<file path="src/rtl/pe_mac_seq_pkg.sv">
// Shared types, widths and helpers for the PE job sequencer and its pe_core.
package pe_mac_seq_pkg;

  localparam int W_IN   = 8;
  localparam int W_ACC  = 24;
  localparam int LEN_W  = 10;
  localparam int PE_LAT = 4;
  localparam int W_PROD = 2 * W_IN + 1;
  localparam int DRN_W  = $clog2(PE_LAT) + 1;

  typedef enum logic [2:0] {
    IDLE   = 3'd0,
    CLEAR  = 3'd1,
    STREAM = 3'd2,
    DRAIN  = 3'd3,
    DONE   = 3'd4
  } seq_state_t;

  // Clamp negative values to zero when ReLU is enabled.
  function automatic logic [W_ACC-1:0] relu_f(input logic [W_ACC-1:0] v, input logic en);
    logic [W_ACC-1:0] r;
    if (en && v[W_ACC-1]) begin
      r = {W_ACC{1'b0}};
    end else begin
      r = v;
    end
    return r;
  endfunction

endpackage

</file>
<file path="src/rtl/pe_mac_seq_if.sv">
// Job, operand and result handshakes between the array scheduler and one PE sequencer.
interface pe_mac_seq_if;
  import pe_mac_seq_pkg::*;

  logic             job_valid;
  logic             job_ready;
  logic [LEN_W-1:0] job_len;
  logic             job_relu;
  logic             op_valid;
  logic             op_ready;
  logic [W_IN-1:0]  op_a;
  logic [W_IN-1:0]  op_b;
  logic             res_valid;
  logic             res_ready;
  logic [W_ACC-1:0] res_data;
  logic             busy;

  modport master (
    output job_valid, job_len, job_relu, op_valid, op_a, op_b, res_ready,
    input  job_ready, op_ready, res_valid, res_data, busy
  );

  modport slave (
    input  job_valid, job_len, job_relu, op_valid, op_a, op_b, res_ready,
    output job_ready, op_ready, res_valid, res_data, busy
  );

endinterface

</file>
<file path="src/rtl/pe_mac_seq_core.sv">
// pe_core: 4-stage multiply-accumulate PE (operand reg, product, accumulate, ReLU output).
module pe_core
  import pe_mac_seq_pkg::*;
(
  input  logic             clk,
  input  logic             reset,
  input  logic             reg_reset,
  input  logic             pe_en,
  input  logic             mode_sel,
  input  logic [W_IN-1:0]  a,
  input  logic [W_IN-1:0]  b,
  output logic [W_ACC-1:0] pe_results
);

  logic              s1_vld_q, s1_vld_d;
  logic [W_IN-1:0]   s1_a_q, s1_a_d;
  logic [W_IN-1:0]   s1_b_q, s1_b_d;
  logic              s2_vld_q, s2_vld_d;
  logic [W_PROD-1:0] s2_prod_q, s2_prod_d;
  logic [W_ACC-1:0]  acc_q, acc_d;
  logic [W_ACC-1:0]  res_q, res_d;
  logic [W_PROD-1:0] a_ext_s, b_ext_s;

  // Pipeline next-state; a clear wipes every stage so nothing stale survives into a job.
  always_comb begin
    a_ext_s   = {{(W_PROD-W_IN){1'b0}}, s1_a_q};
    b_ext_s   = {{(W_PROD-W_IN){s1_b_q[W_IN-1]}}, s1_b_q};
    s1_vld_d  = pe_en;
    s1_a_d    = s1_a_q;
    s1_b_d    = s1_b_q;
    s2_vld_d  = s1_vld_q;
    s2_prod_d = s2_prod_q;
    acc_d     = acc_q;
    res_d     = relu_f(acc_q, mode_sel);
    if (pe_en) begin
      s1_a_d = a;
      s1_b_d = b;
    end else begin
      s1_a_d = s1_a_q;
    end
    if (s1_vld_q) begin
      s2_prod_d = a_ext_s * b_ext_s;
    end else begin
      s2_prod_d = s2_prod_q;
    end
    if (s2_vld_q) begin
      acc_d = acc_q + {{(W_ACC-W_PROD){s2_prod_q[W_PROD-1]}}, s2_prod_q};
    end else begin
      acc_d = acc_q;
    end
    if (reg_reset) begin
      s1_vld_d  = 1'b0;
      s2_vld_d  = 1'b0;
      s2_prod_d = {W_PROD{1'b0}};
      acc_d     = {W_ACC{1'b0}};
      res_d     = {W_ACC{1'b0}};
    end else begin
      s1_b_d = s1_b_d;
    end
  end

  // Pipeline registers.
  always_ff @(posedge clk or posedge reset) begin
    if (reset) begin
      s1_vld_q  <= 1'b0;
      s1_a_q    <= {W_IN{1'b0}};
      s1_b_q    <= {W_IN{1'b0}};
      s2_vld_q  <= 1'b0;
      s2_prod_q <= {W_PROD{1'b0}};
      acc_q     <= {W_ACC{1'b0}};
      res_q     <= {W_ACC{1'b0}};
    end else begin
      s1_vld_q  <= s1_vld_d;
      s1_a_q    <= s1_a_d;
      s1_b_q    <= s1_b_d;
      s2_vld_q  <= s2_vld_d;
      s2_prod_q <= s2_prod_d;
      acc_q     <= acc_d;
      res_q     <= res_d;
    end
  end

  assign pe_results = res_q;

endmodule

</file>
<file path="src/rtl/pe_mac_seq.sv">
// Job-level sequencer: accepts a dot-product job, streams beats into pe_core, drains, returns result.
module pe_mac_seq
  import pe_mac_seq_pkg::*;
(
  input  logic         clk,
  input  logic         reset,
  pe_mac_seq_if.slave  bus
);

  seq_state_t       state_q, state_d;
  logic [LEN_W-1:0] len_q, len_d;
  logic             relu_q, relu_d;
  logic [LEN_W-1:0] beat_cnt_q, beat_cnt_d;
  logic [DRN_W-1:0] drain_cnt_q, drain_cnt_d;
  logic             res_valid_q, res_valid_d;
  logic [W_ACC-1:0] res_data_q, res_data_d;
  logic             pe_en_s;
  logic             reg_reset_s;
  logic [W_ACC-1:0] pe_results_s;

  pe_core u_pe (
    .clk        (clk),
    .reset      (reset),
    .reg_reset  (reg_reset_s),
    .pe_en      (pe_en_s),
    .mode_sel   (relu_q),
    .a          (bus.op_a),
    .b          (bus.op_b),
    .pe_results (pe_results_s)
  );

  // Next-state and PE control decode.
  always_comb begin
    state_d     = state_q;
    len_d       = len_q;
    relu_d      = relu_q;
    beat_cnt_d  = beat_cnt_q;
    drain_cnt_d = drain_cnt_q;
    res_valid_d = res_valid_q;
    res_data_d  = res_data_q;
    pe_en_s     = 1'b0;
    reg_reset_s = 1'b0;
    case (state_q)
      IDLE: begin
        if (bus.job_valid) begin
          len_d       = bus.job_len;
          relu_d      = bus.job_relu;
          beat_cnt_d  = {LEN_W{1'b0}};
          drain_cnt_d = {DRN_W{1'b0}};
          if (bus.job_len == {LEN_W{1'b0}}) begin
            state_d     = DONE;
            res_valid_d = 1'b1;
            res_data_d  = {W_ACC{1'b0}};
          end else begin
            state_d = CLEAR;
          end
        end else begin
          state_d = IDLE;
        end
      end
      CLEAR: begin
        reg_reset_s = 1'b1;
        state_d     = STREAM;
      end
      STREAM: begin
        if (bus.op_valid) begin
          pe_en_s    = 1'b1;
          beat_cnt_d = beat_cnt_q + LEN_W'(1);
          if (beat_cnt_q == len_q - LEN_W'(1)) begin
            state_d     = DRAIN;
            drain_cnt_d = {DRN_W{1'b0}};
          end else begin
            state_d = STREAM;
          end
        end else begin
          state_d = STREAM;
        end
      end
      DRAIN: begin
        drain_cnt_d = drain_cnt_q + DRN_W'(1);
        if (drain_cnt_q == DRN_W'(PE_LAT - 1)) begin
          res_data_d  = pe_results_s;
          res_valid_d = 1'b1;
          state_d     = DONE;
        end else begin
          state_d = DRAIN;
        end
      end
      DONE: begin
        if (bus.res_ready) begin
          res_valid_d = 1'b0;
          state_d     = IDLE;
        end else begin
          state_d = DONE;
        end
      end
      default: begin
        state_d     = IDLE;
        res_valid_d = 1'b0;
      end
    endcase
  end

  // Sequencer state, counters and result register.
  always_ff @(posedge clk or posedge reset) begin
    if (reset) begin
      state_q     <= IDLE;
      len_q       <= {LEN_W{1'b0}};
      relu_q      <= 1'b0;
      beat_cnt_q  <= {LEN_W{1'b0}};
      drain_cnt_q <= {DRN_W{1'b0}};
      res_valid_q <= 1'b0;
      res_data_q  <= {W_ACC{1'b0}};
    end else begin
      state_q     <= state_d;
      len_q       <= len_d;
      relu_q      <= relu_d;
      beat_cnt_q  <= beat_cnt_d;
      drain_cnt_q <= drain_cnt_d;
      res_valid_q <= res_valid_d;
      res_data_q  <= res_data_d;
    end
  end

  assign bus.job_ready = (state_q == IDLE);
  assign bus.op_ready  = (state_q == STREAM);
  assign bus.busy      = (state_q != IDLE);
  assign bus.res_valid = res_valid_q;
  assign bus.res_data  = res_data_q;

endmodule

</file>
<file path="src/flat_wrapper.sv">
// flat-port wrapper written by rule: the top's interface ports become plain ports
module pe_mac_seq_flat import pe_mac_seq_pkg::*;
  (clk, reset, bus_job_valid, bus_job_len, bus_job_relu, bus_op_valid, bus_op_a, bus_op_b, bus_res_ready, bus_job_ready, bus_op_ready, bus_res_valid, bus_res_data, bus_busy);
  pe_mac_seq_if bus_i ();
  input  logic clk;
  input  logic reset;
  input wire logic [$bits(bus_i.job_valid)-1:0] bus_job_valid;
  input wire logic [$bits(bus_i.job_len)-1:0] bus_job_len;
  input wire logic [$bits(bus_i.job_relu)-1:0] bus_job_relu;
  input wire logic [$bits(bus_i.op_valid)-1:0] bus_op_valid;
  input wire logic [$bits(bus_i.op_a)-1:0] bus_op_a;
  input wire logic [$bits(bus_i.op_b)-1:0] bus_op_b;
  input wire logic [$bits(bus_i.res_ready)-1:0] bus_res_ready;
  output wire logic [$bits(bus_i.job_ready)-1:0] bus_job_ready;
  output wire logic [$bits(bus_i.op_ready)-1:0] bus_op_ready;
  output wire logic [$bits(bus_i.res_valid)-1:0] bus_res_valid;
  output wire logic [$bits(bus_i.res_data)-1:0] bus_res_data;
  output wire logic [$bits(bus_i.busy)-1:0] bus_busy;
  assign bus_i.job_valid = bus_job_valid;
  assign bus_i.job_len = bus_job_len;
  assign bus_i.job_relu = bus_job_relu;
  assign bus_i.op_valid = bus_op_valid;
  assign bus_i.op_a = bus_op_a;
  assign bus_i.op_b = bus_op_b;
  assign bus_i.res_ready = bus_res_ready;
  assign bus_job_ready = bus_i.job_ready;
  assign bus_op_ready = bus_i.op_ready;
  assign bus_res_valid = bus_i.res_valid;
  assign bus_res_data = bus_i.res_data;
  assign bus_busy = bus_i.busy;
  pe_mac_seq u_core (.clk(clk), .reset(reset), .bus(bus_i));
endmodule
</file>
<file path="config.mk">
export PLATFORM = sky130hd
export DESIGN_NAME = pe_mac_seq_flat
export DESIGN_NICKNAME = d
export VERILOG_FILES = /design/src/rtl/pe_mac_seq_pkg.sv /design/src/rtl/pe_mac_seq_if.sv /design/src/rtl/pe_mac_seq_core.sv /design/src/rtl/pe_mac_seq.sv /design/src/flat_wrapper.sv
export SDC_FILE = /design/constraint.sdc
export NUM_CORES = 1
export LEC_CHECK = 0
export ABC_AREA = 1
export BUFFER_PORTS_ARGS = -buffer_cell sky130_fd_sc_hd__buf_4
export CORE_ASPECT_RATIO = 0.8
export CORE_MARGIN = 3
export CORE_UTILIZATION = 55
export CTS_BUF_LIST = sky130_fd_sc_hd__clkbuf_4 sky130_fd_sc_hd__clkbuf_8
export DETAILED_ROUTE_END_ITERATION = 8
export GPL_TIMING_DRIVEN = 0
export PLACE_DENSITY_LB_ADDON = 0.15
export SYNTH_ARGS = -nofsm -noshare
export SYNTH_HDL_FRONTEND = slang
export SYNTH_HIERARCHICAL = 1
export SYNTH_SLANG_ARGS = --single-unit
</file>
<file path="constraint.sdc">
create_clock -name clk -period 5.2 [get_ports clk]
set_input_delay 0.52 -clock clk [delete_from_list [all_inputs] [get_ports clk]]
set_output_delay 0.52 -clock clk [all_outputs]
set_load 0.02 [all_outputs]
</file>
==> results.ini, run 1 <==
[placed_design]
gp_congestion=0.9514
portBuffers=59
pre_cts_ws_ns=0.7865
dp_hpwl_um=17210
placed_area_sq_um=10460
placedCellCount=1618

[power_and_ir_drop]
p_leak_nw=6.196
powerDensity_nw_per_um2=700.3
ir_drop_uv=536.2

[setup_path]
cp.arrival_ns=4.78
end_kind=register
timing.rr.start=u_core/u_pe/s1_a_q[3]
critPathRequiredTime_ns=5.55
worstRegToRegCells=16
startpoint=u_core/u_pe/s1_a_q[3]
worstSetupStartpointType=register
timing.critical_path.fanout_max=9
worstSetupPathType=reg -> reg

[yosys]
synth_warnings=6
syn_avg_cell_area_sq_um=7.248
synth_ff_type=dfrtp_1
synthCells=1337
syn_nets=1477
async_reset_ff_share_pct=100.0
synth_cell_types=38
synth_seq_area_share_pct=34.86
synth_edf_count=0
ys_ff_latch=135
synth_area_sq_um=9691

[timing]
hold_violations=0
fin_setup_tns_ns=0
layout_min_cycle_time_ns=4.424
rsz0062_at_grt=false
worst_pin_slew_ns=0.5963
clock.fmax_mhz=226.0
relSlewSlack_pct=59.94
fin_ws_ns=0.7758
finalSetupViolations=0
period_share_pct=85.08
finClkSkew_ns=0.01003
maxSlewViolCount=0
holdWs_ns=0.02686

[floorplan]
core_sq_um=16920
initial_core_util_pct=57.27
ios=60
dieArea_sq_um=19260
num_rows=42
die_w_um=154.4
die_h_um=124.7

[cells_and_area]
design_area_sq_um=10830
antenna_cells=0
layout_common_cells=445 x nand2_1, 252 x inv_1, 135 x dfrtp_1, 89 x nor2_1, 70 x ha_1
fillers=1547
nets=1557
layout_commonest_cell=nand2_1
syn_to_final_growth_pct=11.77
drive_gt1_share_pct=10.28
instances_no_fill=1650

[drt]
routed_via_density=5.028
drt_iter0_markers=610
num_vias=8296
avgRoutedWirePerCell_um=13.23
wl_um=21830
dr.pass1.iters=6
drc=0
postRouteAntennaNets=0

[clock_tree]
htreeDepth=4
cts_buffers=17
insertion_delay_ns=0.46
postCtsHoldBufs=0
cts_max_path_buffers=2
cts_resized=0
post-cts-setup-buffers=0
cts_tree=yes
clockRootBuffer=clkbuf_8
clock_sinks=135
path_clk_slew_ns=0.09

[grt]
antenna_found_initial=0
grt_pass1_wl_um=37860
grt_max_degree=54
grt-ovfl-total=0
grt_pass1_vias=7974
grtUsageTotal_pct=23.96

[outcome]
outcome=complete, no violations

[hold_path]
min_path_type=in -> async

[job]
cap_violations=0

==> critical path: stages (launching register included) <==
cell and delay, ns:
dfrtp_1 0.32, clkbuf_1 0.42, nand2_1 0.17, fa_1 0.52
fa_1 0.49, inv_1 0.06, fa_1 0.53, inv_1 0.05
fa_1 0.53, inv_1 0.04, ha_1 0.35, o21ai_0 0.38
inv_1 0.12, nand3_1 0.12, nand4_1 0.10, nand3_1 0.10
nand2_1 0.05
==> per-layer routing <==
layer / GRT usage (%) / wire length (um) / vias to the layer above
met5: 0 / 0 / -
met4: 4.725 / 155 / 0
met1: 36.54 / 10980 / 3857
met3: 5.314 / 1406 / 11
met2: 35.27 / 9292 / 198
li1: - / - / 4230
==> synth_stat cells (5+ instances only) <==
| library cell | number | area share (%) |
|---|---|---|
| nand2_1 | 445 | 17 |
| nor3_1 | 8 | 0.41 |
| nor2_2 | 14 | 0.90 |
| nand3_1 | 59 | 3.0 |
| inv_2 | 5 | 0.19 |
| buf_2 | 9 | 0.46 |
| nand4_1 | 14 | 0.90 |
| nor2_1 | 89 | 3.4 |
| o22ai_1 | 7 | 0.45 |
| xor2_1 | 7 | 0.63 |
| ha_1 | 70 | 9.0 |
| a21oi_1 | 31 | 1.6 |
| o21ai_0 | 69 | 3.6 |
| xnor2_1 | 8 | 0.72 |
| inv_1 | 254 | 9.8 |
| clkbuf_1 | 25 | 0.97 |
| dfrtp_1 | 135 | 35 |
| fa_1 | 38 | 7.9 |
| nand2_2 | 10 | 0.65 |
| o21ai_1 | 6 | 0.31 |
==> final timing paths <==
path                                              end  slack [ns]
setup / recovery            u_core/u_pe/s2_prod_q[16]        0.78
hold / removal                   u_core/beat_cnt_q[8]        0.03
setup reg to reg            u_core/u_pe/s2_prod_q[16]        0.78
hold reg to reg            u_core/u_pe/pe_results[23]        0.48
max in group asynchronous       u_core/u_pe/s1_b_q[5]        4.54
min in group clk                u_core/u_pe/s1_a_q[7]        0.27
==> layout make-up <==
class | count | area [sq um] | share of cell area (%)
flip-flops and latches | 135 | 3378 | 31.19
multi-input cells | 906 | 5179 | 47.81
well taps | 220 | 275.3 | 2.541
plain buffers | 37 | 161.4 | 1.490
clock inverters | 15 | 138.9 | 1.282
inverters | 259 | 974.7 | 8.999
clock buffers | 17 | 234.0 | 2.160
repair buffers | 61 | 490.5 | 4.528
==> through the flow <==
step                util (%)  power [mW]
floorplan                  -       5.515
global placement       61.51       6.620
detailed placement     61.81       6.750
CTS                    64.01       7.615
global route           64.01       8.595
finish                 64.01       7.586
==> where the power goes <==
| part | total (mW) | leakage (nW) | switching [mW] | internal, mW |
|---|---|---|---|---|
| logic | 5.00 | 4.33 | 3.20 | 1.80 |
| registers | 1.75 | 1.68 | 0.284 | 1.47 |
| clock network | 0.828 | 0.188 | 0.477 | 0.351 |
==> kinds of logic after synthesis <==
family / Yosys count / synth area share (%)
and+or+nand+nor: 654 / 27.89
buffers and inverters: 296 / 11.70
DFF: 135 / 34.86
AOI/OAI and AO/OA: 129 / 7.308
adders and majority gates: 108 / 16.89
xor gates and xnor gates: 15 / 1.356
==> state kept, by name, summed over array words and instances (netlist names), 3 cells and up <==
name / flops
u_core/beat_cnt_q: 10
u_core/bus.res_data: 24
u_core/drain_cnt_q: 3
u_core/len_q: 10
u_core/state_q: 3
u_core/u_pe/acc_q: 24
u_core/u_pe/pe_results: 24
u_core/u_pe/s1_a_q: 8
u_core/u_pe/s1_b_q: 8
u_core/u_pe/s2_prod_q: 17
(Power assumes the default switching activity.)
==> run 2: changes to the inputs <==
--- a/config.mk
+++ b/config.mk
@@ -7,7 +7,6 @@
 export LEC_CHECK = 0
 export ABC_AREA = 1
 export BUFFER_PORTS_ARGS = -buffer_cell sky130_fd_sc_hd__buf_4
-export CORE_ASPECT_RATIO = 0.8
 export CORE_MARGIN = 3
 export CORE_UTILIZATION = 55
 export CTS_BUF_LIST = sky130_fd_sc_hd__clkbuf_4 sky130_fd_sc_hd__clkbuf_8
==> run 2 against run 1 <==
Compared with the run above: hold slack better by 0.24 ns; first-iteration DRC count shrank 2.8%; clock-buffer cell count grew 2; die area hardly changed; critical endpoint unchanged.
==> results.ini, run 2 (same netlist as run 1, synthesis figures left out) <==
[outcome]
outcome=complete, no violations  ; unchanged

[setup_path]
r2r_slack_ns=0.74  ; was 0.78 ns
cp.arrival_ns=4.81  ; was 4.78 ns
end_kind=register  ; unchanged
startpoint=u_core/u_pe/s1_a_q[3]  ; unchanged
worstRegToRegCells=16  ; unchanged
worstSetupStartpointType=register  ; unchanged
r2r_end=u_core/u_pe/s2_prod_q[16]  ; unchanged
slowest_delay_ns=0.53  ; about the same
timing.critical_path.fanout_max=9  ; unchanged
critPathRequiredTime_ns=5.55  ; about the same
worstSetupPathType=reg -> reg  ; unchanged
critPathSlowestCell=fa_1  ; unchanged
cp_cell_sequence=clkbuf_1 -> nand2_1 -> fa_1 -> fa_1 -> inv_1 -> fa_1 -> inv_1 -> fa_1 -> inv_1 -> ha_1 -> o21ai_0 -> inv_1 -> nand3_1 -> nand4_1 -> nand3_1 -> nand2_1  ; unchanged
timing.rr.start=u_core/u_pe/s1_a_q[3]  ; unchanged

[cells_and_area]
drive_gt1_share_pct=10.21  ; was 10.28%
fillers=1536  ; was 1,547
layout_commonest_cell=nand2_1  ; unchanged
instances_no_fill=1650  ; unchanged
syn_to_final_growth_pct=11.83  ; was 11.77%
design_area_sq_um=10840  ; was 10,830 sq um
nets=1558  ; was 1,557
antenna_cells=0  ; unchanged
layout_common_cells=445 x nand2_1, 252 x inv_1, 135 x dfrtp_1, 89 x nor2_1, 70 x ha_1  ; unchanged

[timing]
layout_min_cycle_time_ns=4.464  ; was 4.424 ns
fin_ws_ns=0.7364  ; was 0.7758 ns
hold_violations=0  ; unchanged
finClkSkew_ns=0.01456  ; was 0.01003 ns
finalSetupViolations=0  ; unchanged
rsz0062_at_grt=false  ; unchanged
fin_setup_tns_ns=0  ; unchanged
worst_pin_slew_ns=0.6525  ; was 0.5963 ns
relSlewSlack_pct=56.16  ; was 59.94%
clock.fmax_mhz=224.0  ; was 226.0 MHz
maxSlewViolCount=0  ; unchanged
period_share_pct=85.84  ; was 85.08%

[drt]
avgRoutedWirePerCell_um=13.03  ; was 13.23 um
postRouteAntennaNets=0  ; unchanged
drc=0  ; unchanged
num_vias=8352  ; was 8,296
drt_iter0_markers=593  ; was 610
routed_via_density=5.062  ; was 5.028
dr.pass1.iters=5  ; was 6
wl_um=21500  ; was 21,830 um

[job]
cap_violations=0  ; unchanged

[power_and_ir_drop]
p_leak_nw=6.187  ; was 6.196 nW
powerDensity_nw_per_um2=697.6  ; was 700.3 nW/um^2
p_switching_mw=3.898  ; was 3.965 mW
power_mw=7.560  ; was 7.586 mW
p_comb_share_pct=65.9  ; was 66.0%
seqPwrFrac_pct=23.1  ; about the same
power.internal_mw=3.661  ; was 3.620 mW
switching_share_pct=51.57  ; was 52.27%
p_clk_share_pct=11.0  ; was 10.9%
ir_drop_uv=655.9  ; was 536.2 uV

[floorplan]
ios=60  ; unchanged
initial_core_util_pct=57.22  ; was 57.27%
num_rows=47  ; was 42
die_h_um=138.7  ; was 124.7 um
core_sq_um=16940  ; was 16,920 sq um
die_w_um=138.7  ; was 154.4 um
dieArea_sq_um=19250  ; was 19,260 sq um

[grt]
grtUsageTotal_pct=23.17  ; was 23.96%
grt_pass1_vias=8001  ; was 7,974
antenna_found_initial=0  ; unchanged
grt_pass1_wl_um=36960  ; was 37,860 um
grt_max_degree=70  ; was 54
grt-ovfl-total=0  ; unchanged

[placed_design]
pre_cts_ws_ns=0.7730  ; was 0.7865 ns
placed_area_sq_um=10460  ; unchanged
gp_congestion=0.9109  ; was 0.9514
portBuffers=59  ; unchanged
placedCellCount=1618  ; unchanged
dp_hpwl_um=16940  ; was 17,210 um

[clock_tree]
cts_tree=yes  ; unchanged
path_clk_slew_ns=0.09  ; about the same
cts_buffers=17  ; unchanged
cts_max_path_buffers=2  ; unchanged
post-cts-setup-buffers=0  ; unchanged
postCtsHoldBufs=1  ; was 0
htreeDepth=4  ; unchanged
cts_resized=0  ; unchanged
insertion_delay_ns=0.46  ; about the same
clockRootBuffer=clkbuf_8  ; unchanged
clock_sinks=135  ; unchanged

[hold_path]
min_path_type=in -> reg  ; was in -> async
holdCritStartpoint=bus_op_a[7]
holdPathStages=3
holdPathEnd=u_core/u_pe/s1_a_q[7]

## run 2: changes by cell type in the layout (fill, tap and decap cells not counted)
| cell | previous run | this run |
|---|---|---|
| dlygate4sd3_1 | 0 | 1 |
| clkinv_8 | 1 | 0 |
| clkbuf_4 | 0 | 2 |
| clkinv_4 | 2 | 1 |
| clkinvlp_4 | 2 | 5 |
| bufinv_16 | 0 | 1 |
| inv_8 | 4 | 1 |
| clkinv_2 | 2 | 1 |
| inv_6 | 4 | 3 |
## run 2: cell type report
class | count | area, sq um | share of cell area, %
plain buffers | 37 | 161.4 | 1.489
clock inverters | 12 | 118.9 | 1.097
well taps | 220 | 275.3 | 2.540
flip-flops and latches | 135 | 3378 | 31.17
inverters | 259 | 974.7 | 8.994
clock buffers | 19 | 249.0 | 2.298
repair buffers | 62 | 500.5 | 4.618
multi-input cells | 906 | 5179 | 47.79
## run 2: worst max path at each step
stage	endpoint	slack, ns	cells after the start
after CTS	u_core/u_pe/s2_prod_q[16]	0.78	16
after global routing	u_core/u_pe/s2_prod_q[16]	0.44	16
after floorplan	u_core/u_pe/s2_prod_q[16]	1.23	17
after detailed placement	u_core/u_pe/s2_prod_q[16]	0.77	16
final	u_core/u_pe/s2_prod_q[16]	0.74	16
after global placement	u_core/u_pe/s2_prod_q[10]	0.79	14
## run 2: per-layer routing
metal	track usage [%]	wire, um	vias up
met5	0	0	-
met4	6.025	306	0
met3	3.897	1021	21
met2	37.31	9904	182
met1	32.94	10270	3912
li1	-	-	4237
## run 2: power groups by stage
stage	sequential [mW]	combinational [mW]	clock [mW]
5_1_grt	1.80	5.80	0.900
4_1_cts	1.74	5.00	0.856
3_5_place_dp	1.76	4.96	0
2_1_floorplan	1.78	3.73	0
6_report	1.75	4.98	0.835
3_3_place_gp	1.75	4.87	0
## run 2: stage by stage
step           hold WS (ns)  util (%)
2_1_floorplan        0.4300         -
5_1_grt              0.2554     63.98
4_1_cts              0.2357     63.98
3_3_place_gp         0.4532     61.46
6_report             0.2639     63.98
3_5_place_dp         0.4669     61.75
## run 2: critical path: cells and delay by family, from the launching register on
kind	cells	cell delay, ns
buffers and inverters	5	0.71
AOI/OAI and AO/OA	1	0.42
and+or+nand+nor	5	0.55
adders and majority gates	5	2.40
DFF	1	0.32
==> run 3: changes to the inputs <==
--- a/config.mk
+++ b/config.mk
@@ -12,7 +12,7 @@
 export CTS_BUF_LIST = sky130_fd_sc_hd__clkbuf_4 sky130_fd_sc_hd__clkbuf_8
 export DETAILED_ROUTE_END_ITERATION = 8
 export GPL_TIMING_DRIVEN = 0
-export PLACE_DENSITY_LB_ADDON = 0.15
+export PLACE_DENSITY = 0.78
 export SYNTH_ARGS = -nofsm -noshare
 export SYNTH_HDL_FRONTEND = slang
 export SYNTH_HIERARCHICAL = 1
==> run 3 against run 2 <==
Compared with the run above: via count is 0.47% higher; core utilization is 0.38 points higher; register-to-register slack is essentially flat; critical path depth unchanged; non-clock buffer count did not move; largest power group unchanged; highest routed layer unchanged.
==> results.ini, run 3 (same netlist as run 1, synthesis figures left out) <==
[timing]
worst_pin_slew_ns=0.5836  ; was 0.6525 ns
finClkSkew_ns=0.01500  ; was 0.01456 ns
fin_ws_ns=0.7326  ; was 0.7364 ns
relSlewSlack_pct=60.80  ; was 56.16%
maxSlewViolCount=0  ; unchanged
rsz0062_at_grt=false  ; unchanged
finalSetupViolations=0  ; unchanged
hold_violations=0  ; unchanged
layout_min_cycle_time_ns=4.467  ; was 4.464 ns
fin_setup_tns_ns=0  ; unchanged
clock.fmax_mhz=223.8  ; was 224.0 MHz
period_share_pct=85.91  ; was 85.84%

[floorplan]
die_w_um=138.7  ; unchanged
dieArea_sq_um=19250  ; unchanged
core_sq_um=16940  ; unchanged
initial_core_util_pct=57.22  ; unchanged
ios=60  ; unchanged
num_rows=47  ; unchanged
die_h_um=138.7  ; unchanged

[grt]
grt-ovfl-total=0  ; unchanged
grt_max_degree=75  ; was 70
grtUsageTotal_pct=23.10  ; was 23.17%
grt_pass1_vias=8268  ; was 8,001
grt_pass1_wl_um=37270  ; was 36,960 um
antenna_found_initial=0  ; unchanged

[clock_tree]
htreeDepth=4  ; unchanged
cts_tree=yes  ; unchanged
cts_max_path_buffers=2  ; unchanged
insertion_delay_ns=0.45  ; was 0.46 ns
cts_buffers=17  ; unchanged
clock_sinks=135  ; unchanged
path_clk_slew_ns=0.10  ; was 0.09 ns
post-cts-setup-buffers=0  ; unchanged
clockRootBuffer=clkbuf_8  ; unchanged

[setup_path]
timing.critical_path.fanout_max=9  ; unchanged
critPathRequiredTime_ns=5.55  ; about the same
worstSetupPathType=reg -> reg  ; unchanged
worstSetupStartpointType=register  ; unchanged
r2r_slack_ns=0.73  ; was 0.74 ns
cp.arrival_ns=4.81  ; about the same
end_kind=register  ; unchanged

[placed_design]
gp_congestion=0.9481  ; was 0.9109
pre_cts_ws_ns=0.7358  ; was 0.7730 ns
dp_hpwl_um=16580  ; was 16,940 um
portBuffers=59  ; unchanged

[cells_and_area]
layout_commonest_cell=nand2_1  ; unchanged
antenna_cells=0  ; unchanged
nets=1558  ; unchanged
drive_gt1_share_pct=10.27  ; was 10.21%
fillers=1503  ; was 1,536
layout_common_cells=445 x nand2_1, 252 x inv_1, 135 x dfrtp_1, 89 x nor2_1, 70 x ha_1  ; unchanged
syn_to_final_growth_pct=12.50  ; was 11.83%

[drt]
dr.pass1.iters=7  ; was 5
postRouteAntennaNets=0  ; unchanged
routed_via_density=5.082  ; was 5.062
wl_um=21390  ; was 21,500 um
drt_iter0_markers=498  ; was 593
drc=0  ; unchanged
num_vias=8391  ; was 8,352
avgRoutedWirePerCell_um=12.95  ; was 13.03 um

[power_and_ir_drop]
p_leak_nw=6.232  ; was 6.187 nW
ir_drop_uv=583.2  ; was 655.9 uV
powerDensity_nw_per_um2=708.2  ; was 697.6 nW/um^2

[outcome]
outcome=complete, no violations  ; unchanged

[job]
cap_violations=0  ; unchanged

[hold_path]
min_path_type=in -> reg  ; unchanged

-- run 3: critical path, cell delays in order, from the launching register on --
cell	delay, ns
dfrtp_1	0.33
clkbuf_1	0.40
nand2_1	0.15
fa_1	0.51
fa_1	0.54
inv_1	0.06
fa_1	0.54
inv_1	0.06
fa_1	0.53
inv_1	0.04
ha_1	0.34
o21ai_0	0.41
inv_1	0.11
nand3_1	0.11
nand4_1	0.09
nand3_1	0.10
nand2_1	0.05
-- run 3: layer usage --
layer  GRT usage (%)  vias up  part of all wire (%)
li1                -     4245                     -
met1           31.25     3917                    46
met2           38.64      197                    47
met3           3.448       32                   5.2
met4           7.364        0                   1.7
met5               0        -                     0
-- run 3: per-stage QoR --
| step | std cells | instance area [sq um] | power, mW | hold slack (ns) | util (%) |
|---|---|---|---|---|---|
| after detailed placement | 1618 | 10460 | 6.749 | 0.4591 | 61.75 |
| after global routing | 1651 | 10900 | 8.667 | 0.2477 | 64.37 |
| after global placement | 1616 | 10410 | 6.595 | 0.4475 | 61.46 |
| after floorplan | 1337 | 9691 | 5.515 | 0.4300 | - |
| after CTS | 1651 | 10900 | 7.761 | 0.2424 | 64.37 |
| final | 1651 | 10900 | 7.721 | 0.2619 | 64.37 |
-- run 3: timing repair --
item	CTS	global route
resized for setup	0	0
hold buffers	1	0
setup endpoints to repair	0	0
hold endpoints to repair	16	0
-- run 3: power by group --
part / internal [mW] / switching [mW] / total, mW
Clock: 0.456 / 0.485 / 0.941
Combinational: 1.82 / 3.21 / 5.03
Sequential: 1.47 / 0.283 / 1.75
-- run 3: path summary, 6_finish.rpt --
check / cells after the start / to / startpoint
max in group asynchronous: 4 / u_core/u_pe/acc_q[5] / reset
min in group asynchronous: 3 / u_core/u_pe/s1_a_q[0] / reset
worst min register to register: 1 / u_core/u_pe/pe_results[23] / u_core/relu_q
worst min-delay path: 3 / u_core/u_pe/s1_b_q[6] / bus_op_b[6]
worst max register to register: 16 / u_core/u_pe/s2_prod_q[16] / u_core/u_pe/s1_a_q[1]
worst max-delay path: 16 / u_core/u_pe/s2_prod_q[16] / u_core/u_pe/s1_a_q[1]
-- run 3: area by class of cell --
cell class	count	area, sq um	share of cell area [%]
Clock buffer	17	234.0	2.146
Tap cell	220	275.3	2.525
Sequential cell	135	3378	30.99
Buffer	37	161.4	1.481
Inverter	259	974.7	8.941
Timing Repair Buffer	62	500.5	4.591
Clock inverter	15	198.9	1.825
Multi-Input combinational cell	906	5179	47.50
